`src/rtl/sha1_stage_sequencer_if.sv`:
```
// Start/done handshake bundle between a chunk source and the SHA-1 stage sequencer.
interface sha1_stage_sequencer_if #(
  parameter int unsigned TAG_W = 2
);
  logic             start_valid;
  logic [TAG_W-1:0] start_tag;
  logic             start_ready;
  logic             done_valid;
  logic [TAG_W-1:0] done_tag;

  modport master (
    output start_valid, start_tag,
    input  start_ready, done_valid, done_tag
  );

  modport slave (
    input  start_valid, start_tag,
    output start_ready, done_valid, done_tag
  );
endinterface

```
`src/rtl/sha1_stage_sequencer.sv`:
```
// Dispatcher for an interleaved SHA-1 round pipeline: per-stage busy timers, load strobes,
// chunk tags and completion bookkeeping, with hand-offs deferred around the hash writeback cycle.
module sha1_stage_sequencer #(
  parameter int unsigned NUM_STAGES = 4,
  parameter int unsigned ROUNDS     = 20,
  parameter int unsigned TAG_W      = 2,
  parameter int unsigned CNT_W      = 8
) (
  input  logic                                clk,
  input  logic                                reset,
  sha1_stage_sequencer_if.slave               bus,
  output logic [NUM_STAGES-1:0]               stage_load,
  output logic [NUM_STAGES-1:0]               stage_busy,
  output logic                                final_stage,
  output logic [$clog2(NUM_STAGES+1)-1:0]     in_flight,
  output logic [CNT_W-1:0]                    chunks_done,
  output logic                                overrun
);

  localparam int unsigned IF_W = $clog2(NUM_STAGES + 1);
  localparam int unsigned RC_W = $clog2(ROUNDS + 1);

  logic [RC_W-1:0]       cnt_q     [NUM_STAGES];
  logic [RC_W-1:0]       cnt_d     [NUM_STAGES];
  logic [TAG_W-1:0]      tag_q     [NUM_STAGES];
  logic [TAG_W-1:0]      tag_d     [NUM_STAGES];
  logic [NUM_STAGES-1:0] last_busy_q, last_busy_d;
  logic [NUM_STAGES-1:0] pend_q, pend_d;
  logic [TAG_W-1:0]      acc_tag_q, acc_tag_d;
  logic [IF_W-1:0]       in_flight_q, in_flight_d;
  logic [CNT_W-1:0]      chunks_done_q, chunks_done_d;
  logic                  overrun_q, overrun_d;

  logic [NUM_STAGES-1:0] fall_c;
  logic [NUM_STAGES-1:0] req_c;
  logic [NUM_STAGES-1:0] want_c;
  logic                  start_ready_c;
  logic                  accept_c;

  // Stage status, request collection and the writeback-collision deferral decision.
  always_comb begin
    stage_busy = '0;
    for (int s = 0; s < int'(NUM_STAGES); s++) begin
      stage_busy[s] = (cnt_q[s] != '0);
    end
    fall_c        = last_busy_q & ~stage_busy;
    final_stage   = fall_c[NUM_STAGES-1];
    start_ready_c = ~stage_busy[0] & ~pend_q[0];
    accept_c      = bus.start_valid & start_ready_c;
    req_c         = {fall_c[NUM_STAGES-2:0], accept_c};
    want_c        = req_c | pend_q;
  end

  assign stage_load      = final_stage ? '0 : want_c;
  assign bus.start_ready = start_ready_c;
  assign bus.done_valid  = final_stage;
  assign bus.done_tag    = tag_q[NUM_STAGES-1];
  assign in_flight       = in_flight_q;
  assign chunks_done     = chunks_done_q;
  assign overrun         = overrun_q;

  // Next-state for timers, tags and counters.
  always_comb begin
    cnt_d         = cnt_q;
    tag_d         = tag_q;
    last_busy_d   = stage_busy;
    pend_d        = final_stage ? want_c : '0;
    acc_tag_d     = acc_tag_q;
    in_flight_d   = in_flight_q;
    chunks_done_d = chunks_done_q + CNT_W'(final_stage);
    overrun_d     = overrun_q | (|(stage_load & stage_busy));

    for (int s = 0; s < int'(NUM_STAGES); s++) begin
      if (stage_load[s]) begin
        cnt_d[s] = RC_W'(ROUNDS);
      end else if (stage_busy[s]) begin
        cnt_d[s] = cnt_q[s] - RC_W'(1);
      end
    end

    if (accept_c) begin
      acc_tag_d = bus.start_tag;
    end
    if (stage_load[0]) begin
      tag_d[0] = accept_c ? bus.start_tag : acc_tag_q;
    end
    for (int s = 1; s < int'(NUM_STAGES); s++) begin
      if (stage_load[s]) begin
        tag_d[s] = tag_q[s-1];
      end
    end

    // Saturating occupancy; a simultaneous load and completion nets to zero.
    if (stage_load[0] && !final_stage) begin
      if (in_flight_q != IF_W'(NUM_STAGES)) begin
        in_flight_d = in_flight_q + IF_W'(1);
      end
    end else if (final_stage && !stage_load[0]) begin
      if (in_flight_q != '0) begin
        in_flight_d = in_flight_q - IF_W'(1);
      end
    end
  end

  always_ff @(posedge clk) begin
    if (reset) begin
      for (int s = 0; s < int'(NUM_STAGES); s++) begin
        cnt_q[s] <= '0;
        tag_q[s] <= '0;
      end
      last_busy_q   <= '0;
      pend_q        <= '0;
      acc_tag_q     <= '0;
      in_flight_q   <= '0;
      chunks_done_q <= '0;
      overrun_q     <= 1'b0;
    end else begin
      cnt_q         <= cnt_d;
      tag_q         <= tag_d;
      last_busy_q   <= last_busy_d;
      pend_q        <= pend_d;
      acc_tag_q     <= acc_tag_d;
      in_flight_q   <= in_flight_d;
      chunks_done_q <= chunks_done_d;
      overrun_q     <= overrun_d;
    end
  end

endmodule

```
`src/flat_wrapper.sv`:
```
// flat-port wrapper written by rule: the top's interface ports become plain ports
module sha1_stage_sequencer_flat 
#(
  parameter int unsigned NUM_STAGES = 4,
  parameter int unsigned ROUNDS     = 20,
  parameter int unsigned TAG_W      = 2,
  parameter int unsigned CNT_W      = 8
)
  (clk, reset, stage_load, stage_busy, final_stage, in_flight, chunks_done, overrun, bus_start_valid, bus_start_tag, bus_start_ready, bus_done_valid, bus_done_tag);
  sha1_stage_sequencer_if #(.TAG_W(TAG_W)) bus_i ();
  input  logic clk;
  input  logic reset;
  output logic [NUM_STAGES-1:0] stage_load;
  output logic [NUM_STAGES-1:0] stage_busy;
  output logic final_stage;
  output logic [$clog2(NUM_STAGES+1)-1:0] in_flight;
  output logic [CNT_W-1:0] chunks_done;
  output logic overrun;
  input wire logic [$bits(bus_i.start_valid)-1:0] bus_start_valid;
  input wire logic [$bits(bus_i.start_tag)-1:0] bus_start_tag;
  output wire logic [$bits(bus_i.start_ready)-1:0] bus_start_ready;
  output wire logic [$bits(bus_i.done_valid)-1:0] bus_done_valid;
  output wire logic [$bits(bus_i.done_tag)-1:0] bus_done_tag;
  assign bus_i.start_valid = bus_start_valid;
  assign bus_i.start_tag = bus_start_tag;
  assign bus_start_ready = bus_i.start_ready;
  assign bus_done_valid = bus_i.done_valid;
  assign bus_done_tag = bus_i.done_tag;
  sha1_stage_sequencer #(.NUM_STAGES(NUM_STAGES), .ROUNDS(ROUNDS), .TAG_W(TAG_W), .CNT_W(CNT_W)) u_core (.clk(clk), .reset(reset), .bus(bus_i), .stage_load(stage_load), .stage_busy(stage_busy), .final_stage(final_stage), .in_flight(in_flight), .chunks_done(chunks_done), .overrun(overrun));
endmodule
```
`config.mk`:
```
export PLATFORM = sky130hd
export DESIGN_NAME = sha1_stage_sequencer_flat
export DESIGN_NICKNAME = d
export VERILOG_FILES = /design/src/rtl/sha1_stage_sequencer_if.sv /design/src/rtl/sha1_stage_sequencer.sv /design/src/flat_wrapper.sv
export SDC_FILE = /design/constraint.sdc
export NUM_CORES = 1
export LEC_CHECK = 0
export CAP_MARGIN = 20
export CORE_UTILIZATION = 35
export CTS_BUF_LIST = sky130_fd_sc_hd__clkbuf_16
export DETAILED_ROUTE_END_ITERATION = 10
export PLACE_DENSITY_LB_ADDON = 0.1
export SLEW_MARGIN = 25
export SYNTH_ARGS = -nofsm -noshare
export SYNTH_HDL_FRONTEND = slang
export SYNTH_SLANG_ARGS = --single-unit
```
`constraint.sdc`:
```
create_clock -name clk -period 2.6 [get_ports clk]
set_input_delay 0.26 -clock clk [delete_from_list [all_inputs] [get_ports clk]]
set_output_delay 0.26 -clock clk [all_outputs]
set_load 0.01 [all_outputs]
```
==> flow_metrics.env <==
export IMPL_status="completed"
export IMPL_synthTopCellsByArea="dfxtp_1 (43%), ha_1 (5.4%), a21oi_1 (5.2%)"
export IMPL_cts_tree="yes"
export IMPL_intPower_w=0.002330
export IMPL_synth_area_leader_cell="dfxtp_1"
export IMPL_arrival_ps=2190
export IMPL_synthAdderAreaFrac_pct=6.260
export IMPL_antenna_found_initial=0
export IMPL_die_area_um2=6954
export IMPL_total_leakage_power_nw=1.174
export IMPL_synth_top_family_by_area="simple AND/OR/NAND/NOR gates"
export IMPL_required_ps=2340
export IMPL_clk_pin_slew_ps=70
export IMPL_slew_headroom_pct=49.81
export IMPL_path_max_fanout=6
export IMPL_io_buffers=29
export IMPL_overflow=0
export IMPL_antenna_cells=0
export IMPL_num_io_pins=30
export IMPL_ant_nets=0
export IMPL_gp_congestion=0.7413
export IMPL_grt_usage_pct=14.75
export IMPL_power_w=0.003845
export IMPL_totalWireLength_um=4672
export IMPL_ff_latch_area_um2=1001
export IMPL_h_tree_depth=2
export IMPL_synth_yosys_warnings=0
export IMPL_fin_util_pct=44.63
export IMPL_avgSynthCellArea_um2=9.200
export IMPL_drc=0
export IMPL_synthCells=252
export IMPL_worst_pin_slew_ps=752.9
export IMPL_grt_pass1_wl_um=8224
export IMPL_start_util_pct=36.30
export IMPL_synth_xor_area_share_pct=6.422
export IMPL_yosys_area_share_simple_pct=19.91
export IMPL_dpl_hpwl_um=3301
export IMPL_r2r_start="u_core.cnt_q[0]"
export IMPL_fin_setup_tns_ps=0
export IMPL_setup_viol=0
export IMPL_critPathKind="flip-flop to primary output"
export IMPL_die_w_um=83.39
export IMPL_syn2layout_area_growth_pct=22.94
export IMPL_rrSetupSlack_ps=340
export IMPL_seqPwrFrac_pct=31.3
export IMPL_end_kind="primary output"
export IMPL_routedWlPerCell_um=12.94
export IMPL_drv_cap=0
export IMPL_p_sw_share_pct=39.40
export IMPL_hold_path_class="flip-flop to flip-flop"
export IMPL_timing_rr_end="u_core.in_flight[2]"
export IMPL_min_delay_start="u_core.tag_q[7]"
export IMPL_layout_drive_gt1_share_pct=13.73
export IMPL_fill_cells=661
export IMPL_post_route_period_util_pct=94.14
export IMPL_synthMuxAreaShare_pct=3.562
export IMPL_core_um2=6386
export IMPL_hold_viol=0
export IMPL_synth_area_um2=2318
export IMPL_fmax_ghz=0.4086
export IMPL_synth_top_area_share_pct=43.17
export IMPL_hold_slack_ps=471.3
export IMPL_drt_pass1_iter_count=4
export IMPL_p_clk_share_pct=17.3
export IMPL_hold_depth=2
export IMPL_p_per_area_nw_per_um2=1349
export IMPL_synth_compound_area_share_pct=14.14
export IMPL_grt_max_degree=37
export IMPL_cts_path_max_buffers=2
export IMPL_slew_viol_final=0
export IMPL_skew_ps=7.557
export IMPL_grt_pass1_vias=1733
export IMPL_critPathLaunchType="flip-flop"
export IMPL_synth_fp_nets=268
export IMPL_via_per_inst=5.006
export IMPL_min_to="u_core.tag_q[5]"
export IMPL_multiInputGateArea_um2=1171
export IMPL_pwr_share_comb_pct=51.4
export IMPL_drtIter0Drc=53
export IMPL_vias=1807
export IMPL_ir_drop_mv=0.5427
export IMPL_hold_buffers=0
export IMPL_cts_root_buffer="clkbuf_16"
export IMPL_p_sw_w=0.001515
export IMPL_clock_sinks=50
export IMPL_synth_cell_types=37
export IMPL_rsz0062_at_grt="false"
export IMPL_die_h_um=83.39
export IMPL_placed_cell_area_um2=2691
export IMPL_r2r_cells=11
export IMPL_ys_ff_latch=50
export IMPL_final_area_um2=2850
export IMPL_rows=29
export IMPL_yosysSeqAreaShare_pct=43.17
export IMPL_cts_buffers=5
export IMPL_clock_latency_ps=290
export IMPL_final_nets=299
export IMPL_fin_crit_ps=2448
-- repair_timing --
action | CTS | global route
endpoints found under the hold margin | 0 | 0
gates resized for setup | 0 | 2
setup endpoints to repair | 0 | 3
setup buffers | 0 | 0
-- cell type report --
type                            instances  area share, %
Multi-Input combinational cell        167          41.09
Timing Repair Buffer                   37          12.25
Tap cell                               77          3.380
Sequential cell                        50          35.12
Inverter                               22          2.897
Clock buffer                            5          4.390
Clock inverter                          3         0.8780
-- power groups by stage --
stage          Clock [W]  Sequential (W)  Combinational [W]
2_1_floorplan          0         0.00118            0.00138
5_1_grt         0.000721         0.00124            0.00221
3_3_place_gp           0         0.00122            0.00199
4_1_cts         0.000691         0.00120            0.00199
3_5_place_dp           0         0.00122            0.00197
6_report        0.000664         0.00120            0.00198
-- synth_stat cells (all sizes together) --
library cell   n
and3           2
nand4          2
a21o           4
o2111ai        1
a222oi         1
a21boi         1
dfxtp         50
o22ai          1
o21ai          7
nor3          14
nor2b          2
a211oi         3
a21oi         24
mux2           2
clkbuf         8
nand3b         1
a2111oi        5
mux2i          6
xor2           6
xnor2         11
nor4b          4
fa             1
buf            5
inv           22
nor4           5
nor2          27
o311a          1
ha            10
nand3         11
nand2         15
-- logic make-up (layout without fill, tap and decap cells) --
kind of cell,after synthesis,count (layout)
adders and majority gates,11,11
AOI/OAI and AO/OA,48,48
DFF,50,50
buffers and inverters,35,67
and+or+nand+nor,83,83
xor gates and xnor gates,17,17
muxes,8,8
-- registers in the layout (all words and copies together), names as in the netlist --
signal and cells:
u_core.in_flight 3, u_core.acc_tag_q 2, u_core.tag_q 6, u_core.pend_q 4
u_core.chunks_done 8, u_core.bus.done_tag 2, u_core.last_busy_q 4, u_core.overrun 1
u_core.cnt_q 20
-- critical path: stages (launching register included) --
cell and delay, ps:
dfxtp_1 310, inv_1 100, ha_1 180, nor4b_4 230
a21o_2 230, nand2_1 130, inv_2 150, clkdlybuf4s50_1 550
-- metrics by stage --
stage          setup slack, ps  instances
2_1_floorplan            355.6        252
3_3_place_gp             387.5        353
3_5_place_dp             318.9        353
4_1_cts                  91.76        361
5_1_grt                  4.088        361
6_report                 152.5        361
-- worst max path at each step --
stage	slack, ps	endpoint	start
after floorplan	360	u_core.in_flight[1]	u_core.cnt_q[15]
after global placement	390	u_core.in_flight[2]	u_core.cnt_q[0]
after detailed placement	320	u_core.in_flight[1]	u_core.cnt_q[0]
after CTS	90	stage_load[2]	u_core.cnt_q[1]
after global routing	4	stage_load[1]	u_core.cnt_q[15]
final	150	stage_load[0]	u_core.cnt_q[15]
-- cells in the final DEF (no fill, tap or decap), drive strengths merged, types with 5 or more instances in the layout --
master	netlist	layout
dfxtp	50	50
clkdlybuf4s50	0	28
nor2	27	27
a21oi	24	24
inv	22	23
nand2	15	15
nor3	14	14
xnor2	11	11
nand3	11	11
ha	10	10
buf	5	9
o21ai	7	7
mux2i	6	6
xor2	6	6
nor4	5	5
a2111oi	5	5
clkbuf	8	5
-- metal layers --
layer | vias to the layer above | share of wire (%) | GRT usage (%)
met2 | 23 | 46 | 23.17
li1 | 930 | - | -
met5 | - | 0 | 0
met3 | 6 | 2.7 | 2.783
met4 | 0 | 1.5 | 6.113
met1 | 848 | 50 | 19.83
Power figures use the tool's default switching activity.
